==> src/rtl/display_pkg.sv <==
// Shared widths, segment type and field helper for the
// display path (motion-detector display_data -> scanned digits).
package display_pkg;

    localparam int DIGITS    = 3;
    localparam int SEG_W     = 7;
    localparam int DISPLAY_W = DIGITS * SEG_W;

    typedef logic [SEG_W-1:0] seg_t;

    function automatic seg_t seg_field(
        input logic [DISPLAY_W-1:0] data,
        input logic [1:0]           i
    );
        return data[SEG_W*i +: SEG_W];
    endfunction

endpackage

==> src/rtl/scan_slot_timer.sv <==
// Slot/digit timebase: owns the slot counter and digit index and
// reports wraps plus the next-cycle digit and dead-gap status.
module scan_slot_timer
    import display_pkg::*;
#(
    parameter int SLOT_CYCLES = 50000,
    parameter int DEAD_CYCLES = 500
) (
    input  logic       clk,
    input  logic       rst,
    output logic [1:0] dig_nxt,
    output logic       slot_wrap,
    output logic       frame_wrap,
    output logic       in_dead
);

    localparam int CW = $clog2(SLOT_CYCLES);

    logic [CW-1:0] cnt_q, cnt_d;
    logic [1:0]    dig_q, dig_d;

    always_comb begin
        slot_wrap  = (cnt_q == CW'(SLOT_CYCLES - 1));
        frame_wrap = slot_wrap && (dig_q == 2'(DIGITS - 1));
        cnt_d      = slot_wrap ? '0 : cnt_q + 1'b1;
        dig_d      = dig_q;
        if (slot_wrap) begin
            dig_d = frame_wrap ? 2'd0 : dig_q + 2'd1;
        end
        // Decoded from next state so registered outputs line up with cnt/dig
        dig_nxt = dig_d;
        in_dead = (cnt_d < CW'(DEAD_CYCLES));
    end

    always_ff @(posedge clk) begin
        if (rst) begin
            cnt_q <= '0;
            dig_q <= '0;
        end else begin
            cnt_q <= cnt_d;
            dig_q <= dig_d;
        end
    end

endmodule

==> src/rtl/seven_seg_scanner.sv <==
// Frame-snapshotted 3-digit segment scanner with dead gaps between
// slots and an optional frame-synchronous blink.
module seven_seg_scanner
    import display_pkg::*;
#(
    parameter int SLOT_CYCLES  = 50000,
    parameter int DEAD_CYCLES  = 500,
    parameter int BLINK_FRAMES = 64,
    parameter bit ACTIVE_LOW   = 1'b1
) (
    input  logic                 clk,
    input  logic                 rst,
    input  logic [DISPLAY_W-1:0] display_data,
    input  logic                 blink_en,
    output logic [SEG_W-1:0]     seg_out,
    output logic [DIGITS-1:0]    digit_en,
    output logic                 frame_done
);

    localparam int BW = $clog2(BLINK_FRAMES + 1);

    logic [1:0] dig_nxt;
    logic       slot_wrap, frame_wrap, in_dead, frame_edge, active;

    logic [DISPLAY_W-1:0] snap_q, snap_d;
    logic                 blink_req_q, blink_req_d;
    logic [BW-1:0]        blink_cnt_q, blink_cnt_d;
    logic                 blink_off_q, blink_off_d;
    logic                 frame_done_q, frame_done_d;
    seg_t                 seg_q, seg_d, seg_raw;
    logic [DIGITS-1:0]    den_q, den_d, den_raw;

    scan_slot_timer #(
        .SLOT_CYCLES(SLOT_CYCLES),
        .DEAD_CYCLES(DEAD_CYCLES)
    ) u_timer (
        .clk       (clk),
        .rst       (rst),
        .dig_nxt   (dig_nxt),
        .slot_wrap (slot_wrap),
        .frame_wrap(frame_wrap),
        .in_dead   (in_dead)
    );

    assign frame_edge = slot_wrap && frame_wrap;

    always_comb begin
        snap_d       = snap_q;
        blink_req_d  = blink_req_q;
        blink_cnt_d  = blink_cnt_q;
        blink_off_d  = blink_off_q;
        frame_done_d = frame_edge;
        if (frame_edge) begin
            snap_d      = display_data;
            blink_req_d = blink_en;
            if (!blink_en) begin
                blink_cnt_d = '0;
                blink_off_d = 1'b0;
            end else if (blink_req_q) begin
                if (blink_cnt_q + 1'b1 == BW'(BLINK_FRAMES)) begin
                    blink_cnt_d = '0;
                    blink_off_d = ~blink_off_q;
                end else begin
                    blink_cnt_d = blink_cnt_q + 1'b1;
                end
            end
        end
        active  = !in_dead && !blink_off_d;
        seg_raw = active ? seg_field(snap_d, dig_nxt) : '0;
        den_raw = active ? (DIGITS'(1) << dig_nxt) : '0;
        seg_d   = ACTIVE_LOW ? ~seg_raw : seg_raw;
        den_d   = ACTIVE_LOW ? ~den_raw : den_raw;
    end

    always_ff @(posedge clk) begin
        if (rst) begin
            snap_q       <= '0;
            blink_req_q  <= 1'b0;
            blink_cnt_q  <= '0;
            blink_off_q  <= 1'b0;
            frame_done_q <= 1'b0;
            seg_q        <= ACTIVE_LOW ? '1 : '0;
            den_q        <= ACTIVE_LOW ? '1 : '0;
        end else begin
            snap_q       <= snap_d;
            blink_req_q  <= blink_req_d;
            blink_cnt_q  <= blink_cnt_d;
            blink_off_q  <= blink_off_d;
            frame_done_q <= frame_done_d;
            seg_q        <= seg_d;
            den_q        <= den_d;
        end
    end

    assign seg_out    = seg_q;
    assign digit_en   = den_q;
    assign frame_done = frame_done_q;

endmodule

==> config.mk <==
export PLATFORM = sky130hd
export DESIGN_NAME = seven_seg_scanner
export DESIGN_NICKNAME = d
export VERILOG_FILES = /design/src/rtl/display_pkg.sv /design/src/rtl/scan_slot_timer.sv /design/src/rtl/seven_seg_scanner.sv
export SDC_FILE = /design/constraint.sdc
export NUM_CORES = 1
export LEC_CHECK = 0
export CELL_PAD_IN_SITES_DETAIL_PLACEMENT = 1
export CELL_PAD_IN_SITES_GLOBAL_PLACEMENT = 1
export CORE_ASPECT_RATIO = 0.8
export CORE_UTILIZATION = 44
export DETAILED_ROUTE_END_ITERATION = 8
export HOLD_SLACK_MARGIN = 0.06
export PLACE_DENSITY_LB_ADDON = 0.1
export SYNTH_ARGS = -nofsm -noshare
export SYNTH_HDL_FRONTEND = slang
export SYNTH_SLANG_ARGS = --single-unit
==> constraint.sdc <==
create_clock -name clk -period 7.3 [get_ports clk]
set_input_delay 2.19 -clock clk [delete_from_list [all_inputs] [get_ports clk]]
set_output_delay 2.19 -clock clk [all_outputs]
set_load 0.01 [all_outputs]
## After elaboration in Yosys (flattened, before gate mapping)

Index checks and enable logic that the tools add are counted.

| word-level totals | value |
|---|---|
| flip-flop bits (word level) | 59 |
| input port bits | 24 |
| output and inout port bits | 11 |
| word-level logic and storage cells | 42 |

| operators by class | value |
|---|---|
| add/subtract/negate cells | 3 |
| multipliers | 1 |
| magnitude comparators | 1 |
| eq/ne operators | 4 |
| shift-type cells | 2 |
| multiplexer cells | 13 |
| bitwise gates (word level) | 3 |
| reduce and logical (&&, ||, !) cells | 6 |

Operator list:

| kind | count |
|---|---|
| 7-bit 2-to-1 mux | 4 |
| 21-bit 2-to-1 mux | 1 |
| 21-bit by 6-bit variable part select with 7-bit output | 1 |
| 16-bit by 1-bit adder with 16-bit output, second input constant | 1 |
| 16-bit equality test, second input constant | 1 |
| 16-bit by 9-bit less-than comparator with 1-bit output, second input constant | 1 |
| 16-bit 2-to-1 mux | 1 |
| 7-bit by 1-bit adder with 7-bit output, second input constant | 1 |
| 7-bit equality test, second input constant | 1 |
| 7-bit NOT | 1 |
| 3-bit by 2-bit multiplier with 5-bit output, first input constant | 1 |
| 1-bit 2-to-1 mux | 4 |
| 2-bit 2-to-1 mux | 2 |
| 1-bit logical AND | 3 |
| 3-bit 2-to-1 mux | 1 |
| 3-bit NOT | 1 |
| 1-bit by 2-bit << shifter with 3-bit output, first input constant | 1 |
| 2-bit by 1-bit adder with 2-bit output, second input constant | 1 |
| 2-bit equality test, second input constant | 1 |
| 1-bit zero test | 2 |
| 2-bit by 1-bit inequality test with 1-bit output, second input constant | 1 |
| 2-bit AND reduction | 1 |
| 1-bit NOT | 1 |

## Logic depth before layout (Yosys ltp)

Gate-level depths: netlist (run 1).

| depth | value |
|---|---|
| word-level depth | 10 |
| gate-level depth with buffers | 8 |

## Modules after synthesis

From an unflattened synthesis (run 1), not the netlist that was laid out.

| second synthesis, totals | value |
|---|---|
| cells, all modules | 331 |
| area total of the unflattened synthesis | 2844.0 µm² |

By module, submodules not included:

| module | times used | cells each | area each (µm²) | seq. area each (µm²) |
|---|---|---|---|---|
| seven_seg_scanner | 1 | 206 | 1836.8 | 820.8 |
| scan_slot_timer | 1 | 125 | 1007.2 | 360.3 |

## Least setup slack after synthesis (run 1)

Ideal clock, no wire load.

| timing path | value |
|---|---|
| kind | in2reg |
| start point | in blink_en |
| end point | reg seg_q[0], in the netlist seg_out[0] |
| arrival time | 3.110 ns |
| required time | 7.228 ns |
| slack | 4.118 ns |
| stages | 6 |
| buffers on the path | 2 |
| path through | buf_6 -> nand2b_1 -> or4_1 -> and3_1 -> buf_6 -> nand4_1 |

| on the way | value |
|---|---|
| longest elaborated chain between the ends | 6 |

RTL lines:

| element | line | source |
|---|---|---|
| start: declaration | seven_seg_scanner.sv:14 | `input logic blink_en,` |
| 1-bit 2-to-1 mux | seven_seg_scanner.sv:56 | `if (!blink_en) begin` |
| 1-bit 2-to-1 mux | seven_seg_scanner.sv:53 | `if (frame_edge) begin` |
| 1-bit zero test | seven_seg_scanner.sv:68 | `active = !in_dead && !blink_off_d;` |
| 1-bit logical AND | seven_seg_scanner.sv:68 |  |
| 7-bit 2-to-1 mux | seven_seg_scanner.sv:69 | `seg_raw = active ? seg_field(snap_d, dig_nxt) : '0;` |
| 7-bit NOT | seven_seg_scanner.sv:71 | `seg_d = ACTIVE_LOW ? ~seg_raw : seg_raw;` |
| end signal: assignment | seven_seg_scanner.sv:82 | `seg_q <= ACTIVE_LOW ? '1 : '0;` |
| end signal: assignment | seven_seg_scanner.sv:90 | `seg_q <= seg_d;` |
| end: declaration | seven_seg_scanner.sv:30 | `seg_t seg_q, seg_d, seg_raw;` |

No other way between the ends.
A chain may end at the register's enable or synchronous reset.

## Worst setup path after layout (run 1)

| timing path | value |
|---|---|
| start point | in blink_en |
| end point | reg seg_q[4], in the netlist seg_out[4] |

Same word-level chain as after synthesis.

==> summary.txt, run 1 <==
Timing
  • Final slew viol count: 0
  • Period Utilization, post-route: 49.0%
  • Clock Skews: between 0.009 and 0.01 ns
  • Final Hold Vio Count: 0
  • Unrepaired setup endpoints after global routing: false
  • Min Tclk post-route: approximately 3.6 ns
  • Post-layout worst setup margin: 3.72 ns
  • Final setup vio count: 0
  • Least-Margin Pin Slew: between 1 and 1.5 ns
  • Maximum clock rate: 279 MHz
  • Setup TNS Final: 0 ns
  • Slew headroom: about 28%

Cells and area
  • Net count, final: 390
  • Area of the multi-input gates: 0.00149 mm2
  • Register area: 0.00118 mm2
  • Finished Cell Area: 0.00329 mm2
  • Most common cell after layout, fill and taps aside: nand2_1
  • Final core utilization: a little over half
  • Ant. Diodes: 0
  • Filler cell count: 730
  • Commonest cells after routing, fill and taps aside: 67 x nand2_1, 59 x dfxtp_1, 34 x clkdlybuf4s50_1
  • Layout cell share with drive strength beyond 1: under 10%
  • Layout Area Growth over Synthesis: 18.6%

Placement
  • DP Wirelength: approximately 4800 um
  • Pre-CTS setup slack: 3.39 ns
  • GPL Wtd Cong: ~0.78
  • IO buf count: 34
  • Placed Area: around 0.0031 mm2

Clock tree
  • CTS root buffer: clkbuf_8
  • Clock insertion delay at the later pin of the skew report: ~0.34 ns
  • Post-CTS resize count: 0
  • CTS tree: built
  • Clock sinks: about 60
  • Clock buffer depth: 2
  • # H-tree levels: 3
  • Num CTS Buffers: 9
  • Hold-fix buffers, CTS: 0
  • Clk slew on worst S/H paths: 0.06 ns
  • Postcts setup bufs: 0

Setup path
  • Reg-to-reg startpoint: u_timer.cnt_q[0]
  • Worst path required time: 7.56 ns
  • Worst Path Max Fanout: 11
  • Setup slack, reg-to-reg: roughly 3.8 ns
  • Reg2reg end: blink_cnt_q[5]
  • CP Class: primary input to flip-flop
  • Data arrival, critical path: around 3.8 ns
  • Startpoint class of the critical path: primary input
  • R2R depth: 7
  • Setup crit end kind: flip-flop

Min path
  • Cells on Worst Hold Path: 2
  • WHS Endpoint: snap_q[17]
  • Launch point of the worst hold path: snap_q[17]
  • Hold Path Class: flip-flop to flip-flop

Synthesis
  • Syn Nets: around 370
  • Top FF cell, synth: dfxtp_1
  • Largest cells by area after synthesis: dfxtp_1 43%, nand2_1 9.1%, a21oi_1 5.2%
  • Unique masters post-synth: 45
  • Synth top area share: 42.5%
  • Mapped Cells: around 340
  • Largest area contributor in the synthesized netlist: dfxtp_1
  • YS warnings: 0
  • Sequential-to-total area share from yosys stat: a little over two fifths
  • Synth Register Bits: ~60
  • EDFF count, synth: 0
  • Syn Area/Cell: 8.19 um2
  • Async SR Flop Fraction: 0%
  • Mapped Area: 0.00278 mm2

Route
  • Final ANT Viol Nets: 0
  • Drt total wl: ~7100 um
  • Post-detailed-route wirelength per cell: 15.7 um
  • Total number of vias: 2,480
  • DRT iter0 DRCs: 105
  • Number of remaining DRC errors: 0
  • First drt pass iteration count: 4
  • Vias/cell: ~5.5

Floorplan
  • Core Area: around 0.006 mm2
  • Die height: around 73 um
  • DIE AREA: 0.00663 mm2
  • Starting Density: a little under half
  • Die Span X: 90.8 um
  • FP Rows: 25
  • I/O pin total: 35

Pwr
  • Sequential power share: a little over half
  • Combinational cell fraction of total power: slightly below 4%
  • Clock power frac: 42.6%
  • Net Sw Power: ~0.00014 W
  • Final Power: about 0.00061 W
  • Cell Pwr Density: 185 mW/mm2
  • Int Power: about 0.00047 W
  • Leakage: around 1.1 nW
  • VDD IR max: between 0.1 and 0.15 mV
  • Sw Share: 22.4%

GRT
  • Largest net degree at the start of global routing: 42
  • First-pass GRT wire length: roughly 12,000 um
  • Initial antenna violation count: 0
  • GR Util All Layers: between 20% and 30%
  • GRT Residual Overflow: 0
  • Vias in the first global route: approximately 2,500

Flow run
  • Max-Cap Viols: 0

Outcome
  • Status: complete, no violations
-- worst max-delay path: stages --
cell and delay [ns]:
clkdlybuf4s50_1 0.67, nand2b_1 0.09, or4_1 0.39, and3_1 0.33, nand4_1 0.16
-- worst max path at each step --
stage	from	end	slack [ns]	cells after the start
after floorplan	blink_en	seg_out[0]	4.12	6
after global placement	blink_en	seg_out[0]	3.45	5
after detailed placement	blink_en	seg_out[4]	3.39	5
after CTS	blink_en	seg_out[4]	3.74	5
after global routing	u_timer.cnt_q[0]	blink_cnt_q[4]	3.47	7
final	blink_en	seg_out[4]	3.72	5
-- power by group through the flow --
stage	Sequential (W)	Clock (W)	Combinational, W
after CTS	0.000326	0.000266	0.0000240
after detailed placement	0.000333	0	0.0000239
final	0.000326	0.000260	0.0000237
after global routing	0.000326	0.000279	0.0000260
after global placement	0.000333	0	0.0000234
after floorplan	0.000332	0	0.00000961
-- state kept, by name (all words and copies together) (netlist names) --
| signal | flops |
|---|---|
| u_timer.cnt_q | 16 |
| digit_en | 3 |
| blink_req_q | 1 |
| blink_cnt_q | 7 |
| u_timer.dig_q | 2 |
| seg_out | 7 |
| frame_done | 1 |
| blink_off_q | 1 |
| snap_q | 21 |
-- stage by stage --
step,std cells,hold WS (ns)
finish,448,0.455
floorplan,339,0.431
detailed placement,434,0.447
global route,448,0.474
CTS,448,0.457
global placement,434,0.438
-- cells in the mapped netlist, drive strengths merged, types with 2 or more instances --
master  number
buf          6
o21ai       12
dfxtp       59
ha           2
nand2b       5
nand2       67
a21oi       29
and3         5
nor2        30
a22oi        2
or4          2
o211ai       3
nor2b        3
clkbuf      15
o31ai        2
nand4b       2
and4         2
and2         5
xnor2        8
mux2i       14
nand3       15
or3          4
nor4         8
nor3         2
xor2         8
nand4       14
-- kinds of logic (layout without fill, tap and decap cells) --
kind of cell | after synthesis | in the layout | synth area share [%]
compound gates | 55 | 55 | 11.4
flops | 59 | 59 | 42.5
simple gates | 171 | 171 | 31.4
fa+ha+maj | 2 | 2 | 0.901
mux | 14 | 14 | 5.05
buf+inv | 22 | 50 | 3.74
xor+xnor | 16 | 16 | 5.05
-- layout make-up --
cell class | count | area share [%]
Clock inverter | 3 | 0.456
Sequential cell | 59 | 35.9
Clock buffer | 11 | 4.60
Tap cell | 81 | 3.08
Multi-Input combinational cell | 258 | 45.3
Timing Repair Buffer | 35 | 10.6
Inverter | 1 | 0.114
-- routing by layer --
layer  vias up  GRT usage [%]  wire length (um)
met5         -              0                 0
met4         0           6.88                64
met3         6           7.08               277
met2        44           37.4              3280
met1      1199           30.3              3440
li1       1231              -                 -
(Power assumes the default switching activity.)
==> inputs of run 2 (changes only) <==
--- a/config.mk
+++ b/config.mk
@@ -8,7 +8,7 @@
 export CELL_PAD_IN_SITES_DETAIL_PLACEMENT = 1
 export CELL_PAD_IN_SITES_GLOBAL_PLACEMENT = 1
 export CORE_ASPECT_RATIO = 0.8
-export CORE_UTILIZATION = 44
+export CORE_UTILIZATION = 37
 export DETAILED_ROUTE_END_ITERATION = 8
 export HOLD_SLACK_MARGIN = 0.06
 export PLACE_DENSITY_LB_ADDON = 0.1
==> constraint.sdc (replaced) <==
create_clock -name clk -period 3.16 [get_ports clk]
set_input_delay 0.948 -clock clk [delete_from_list [all_inputs] [get_ports clk]]
set_output_delay 0.948 -clock clk [all_outputs]
set_load 0.01 [all_outputs]
==> run 2 against run 1 <==
Against the previous run: clock power rose to 2.6 times the previous value; sequential share of layout area fell by 0.94 points; core utilization fell by 6.9 points; via count fell by 0.73%; hold slack got worse by 0.0020 ns; total power rose by 150%; flip-flop and latch count did not move; critical path type is now flip-flop to flip-flop; critical endpoint unchanged; largest power group unchanged; highest routed layer unchanged.
==> summary.txt, run 2 (same netlist as run 1, synthesis figures left out) <==
Setup path
  • Max incr delay on CP: between 0.5 and 0.6 ns
  • Setup crit end kind: flip-flop
  • Slowest library cell on the worst path: or4_1
  • Data arrival, critical path: 3.13 ns
  • Startpoint class of the critical path: flip-flop
  • Sequence of cells on the critical path: ha_1, nand4b_1, nor4_4, nand2_1, or4_1, and3_1, nand4_1
  • CP Class: flip-flop to flip-flop
  • Worst Path Max Fanout: 11
  • Worst path required time: around 3.4 ns

Floorplan
  • Die Span X: roughly 99 um
  • I/O pin total: 35
  • Starting Density: around two fifths
  • Die height: approximately 80 um
  • FP Rows: 27
  • Core Area: slightly above 0.007 mm2
  • DIE AREA: 0.00786 mm2

GRT
  • GRT Residual Overflow: 0
  • First-pass GRT wire length: between 10,000 and 15,000 um
  • Largest net degree at the start of global routing: 22
  • Vias in the first global route: 2,439
  • Initial antenna violation count: 0
  • GR Util All Layers: 20.0%

Timing
  • Final slew viol count: 0
  • Slew headroom: approximately 57%
  • Least-Margin Pin Slew: between 0.6 and 0.7 ns
  • Clock Skews: between 0.01 and 0.015 ns
  • Min Tclk post-route: between 2 and 3 ns
  • Period Utilization, post-route: 90.4%
  • Final setup vio count: 0
  • Unrepaired setup endpoints after global routing: false
  • Maximum clock rate: approximately 350 MHz
  • Setup TNS Final: 0 ns
  • Final Hold Vio Count: 0

Clock tree
  • Hold-fix buffers, CTS: 0
  • Postcts setup bufs: 0
  • CTS tree: built
  • Clock insertion delay at the later pin of the skew report: roughly 0.35 ns
  • Clock sinks: 59
  • # H-tree levels: 3
  • Clock buffer depth: 2
  • CTS root buffer: clkbuf_8
  • Clk slew on worst S/H paths: roughly 0.07 ns
  • Post-CTS resize count: 0
  • Num CTS Buffers: 9

Route
  • Total number of vias: 2,462
  • First drt pass iteration count: 4
  • Number of remaining DRC errors: 0
  • Drt total wl: between 7000 and 8000 um
  • Final ANT Viol Nets: 0
  • DRT iter0 DRCs: between 50 and 60
  • Post-detailed-route wirelength per cell: 15.5 um
  • Vias/cell: approximately 5.3

Cells and area
  • Layout Area Growth over Synthesis: 21.8%
  • Most flops, register: snap_q
  • Layout cell share with drive strength beyond 1: roughly 7.2%
  • Top Registers: snap_q: 21 flops, u_timer.cnt_q: 16 flops
  • Ant. Diodes: 0
  • Commonest cells after routing, fill and taps aside: 67 x nand2_1, 59 x dfxtp_1, 34 x clkdlybuf4s50_1
  • Net count, final: around 400
  • Finished Cell Area: around 0.0034 mm2
  • Most common cell after layout, fill and taps aside: nand2_1
  • Max reg flops: 21
  • Filler cell count: around 860

Pwr
  • Net Sw Power: ~0.00033 W
  • Leakage: roughly 1.1 nW
  • Cell Pwr Density: 443 mW/mm2
  • Int Power: about 0.0012 W
  • Combinational cell fraction of total power: between 3 and 4%
  • VDD IR max: between 0.15 and 0.2 mV
  • Clock power frac: 45.9%
  • Sw Share: ~22%
  • Sequential power share: 50.2%

Min path
  • Hold Path Class: flip-flop to flip-flop

Placement
  • Placed Area: around 0.0032 mm2
  • DP Wirelength: approximately 5200 um
  • IO buf count: 34
  • GPL Wtd Cong: between 0.7 and 0.8

Flow run
  • Max-Cap Viols: 0

Outcome
  • Status: complete, no violations
run 2: per-stage QoR:
step / power, W / hold slack [ns] / utilization [%] / cells / worst slack (ns)
floorplan: 0.000788 / 0.431 / - / 339 / 0.731
global placement: 0.000827 / 0.440 / 45.1 / 447 / 0.469
detailed placement: 0.000828 / 0.446 / 45.1 / 447 / 0.368
CTS: 0.00152 / 0.454 / 47.9 / 463 / 0.309
global route: 0.00156 / 0.464 / 47.9 / 463 / 0.0743
finish: 0.00150 / 0.453 / 47.9 / 463 / 0.302
run 2: critical path, delay by kind of cell (launching register included):
family	cells	cell delay, ns
and+or+nand+nor	6	2.00
DFF	1	0.45
adders and majority gates	1	0.33
run 2: layer usage:
| layer | vias up | part of all wire, % | GRT usage (%) |
|---|---|---|---|
| li1 | 1253 | - | - |
| met1 | 1167 | 52 | 26.3 |
| met2 | 37 | 44 | 32.4 |
| met3 | 5 | 3.5 | 5.25 |
| met4 | 0 | 0.68 | 5.37 |
| met5 | - | 0 | 0 |
run 2: worst paths after layout:
check | slack (ns) | from | to | cells past startpoint
hold / removal | 0.45 | snap_q[3] | snap_q[3] | 2
setup reg to reg | 0.30 | u_timer.cnt_q[0] | seg_out[4] | 7
hold reg to reg | 0.45 | snap_q[3] | snap_q[3] | 2
setup / recovery | 0.30 | u_timer.cnt_q[0] | seg_out[4] | 7
run 2: layout make-up:
cell class / instances / area, um2 / share of cell area (%)
clock buffers: 12 / 145 / 4.29
multi-input cells: 258 / 1490 / 44.1
flip-flops and latches: 59 / 1180 / 34.9
clock inverters: 4 / 50.0 / 1.48
repair buffers: 42 / 400 / 11.8
well taps: 87 / 109 / 3.22
inverters: 1 / 3.75 / 0.111
run 2: power by group through the flow:
stage	clock network (W)	registers [W]	logic (W)
2_1_floorplan	0	0.000766	0.0000222
3_3_place_gp	0	0.000768	0.0000586
3_5_place_dp	0	0.000769	0.0000586
4_1_cts	0.000705	0.000752	0.0000594
5_1_grt	0.000740	0.000753	0.0000639
6_report	0.000687	0.000753	0.0000584
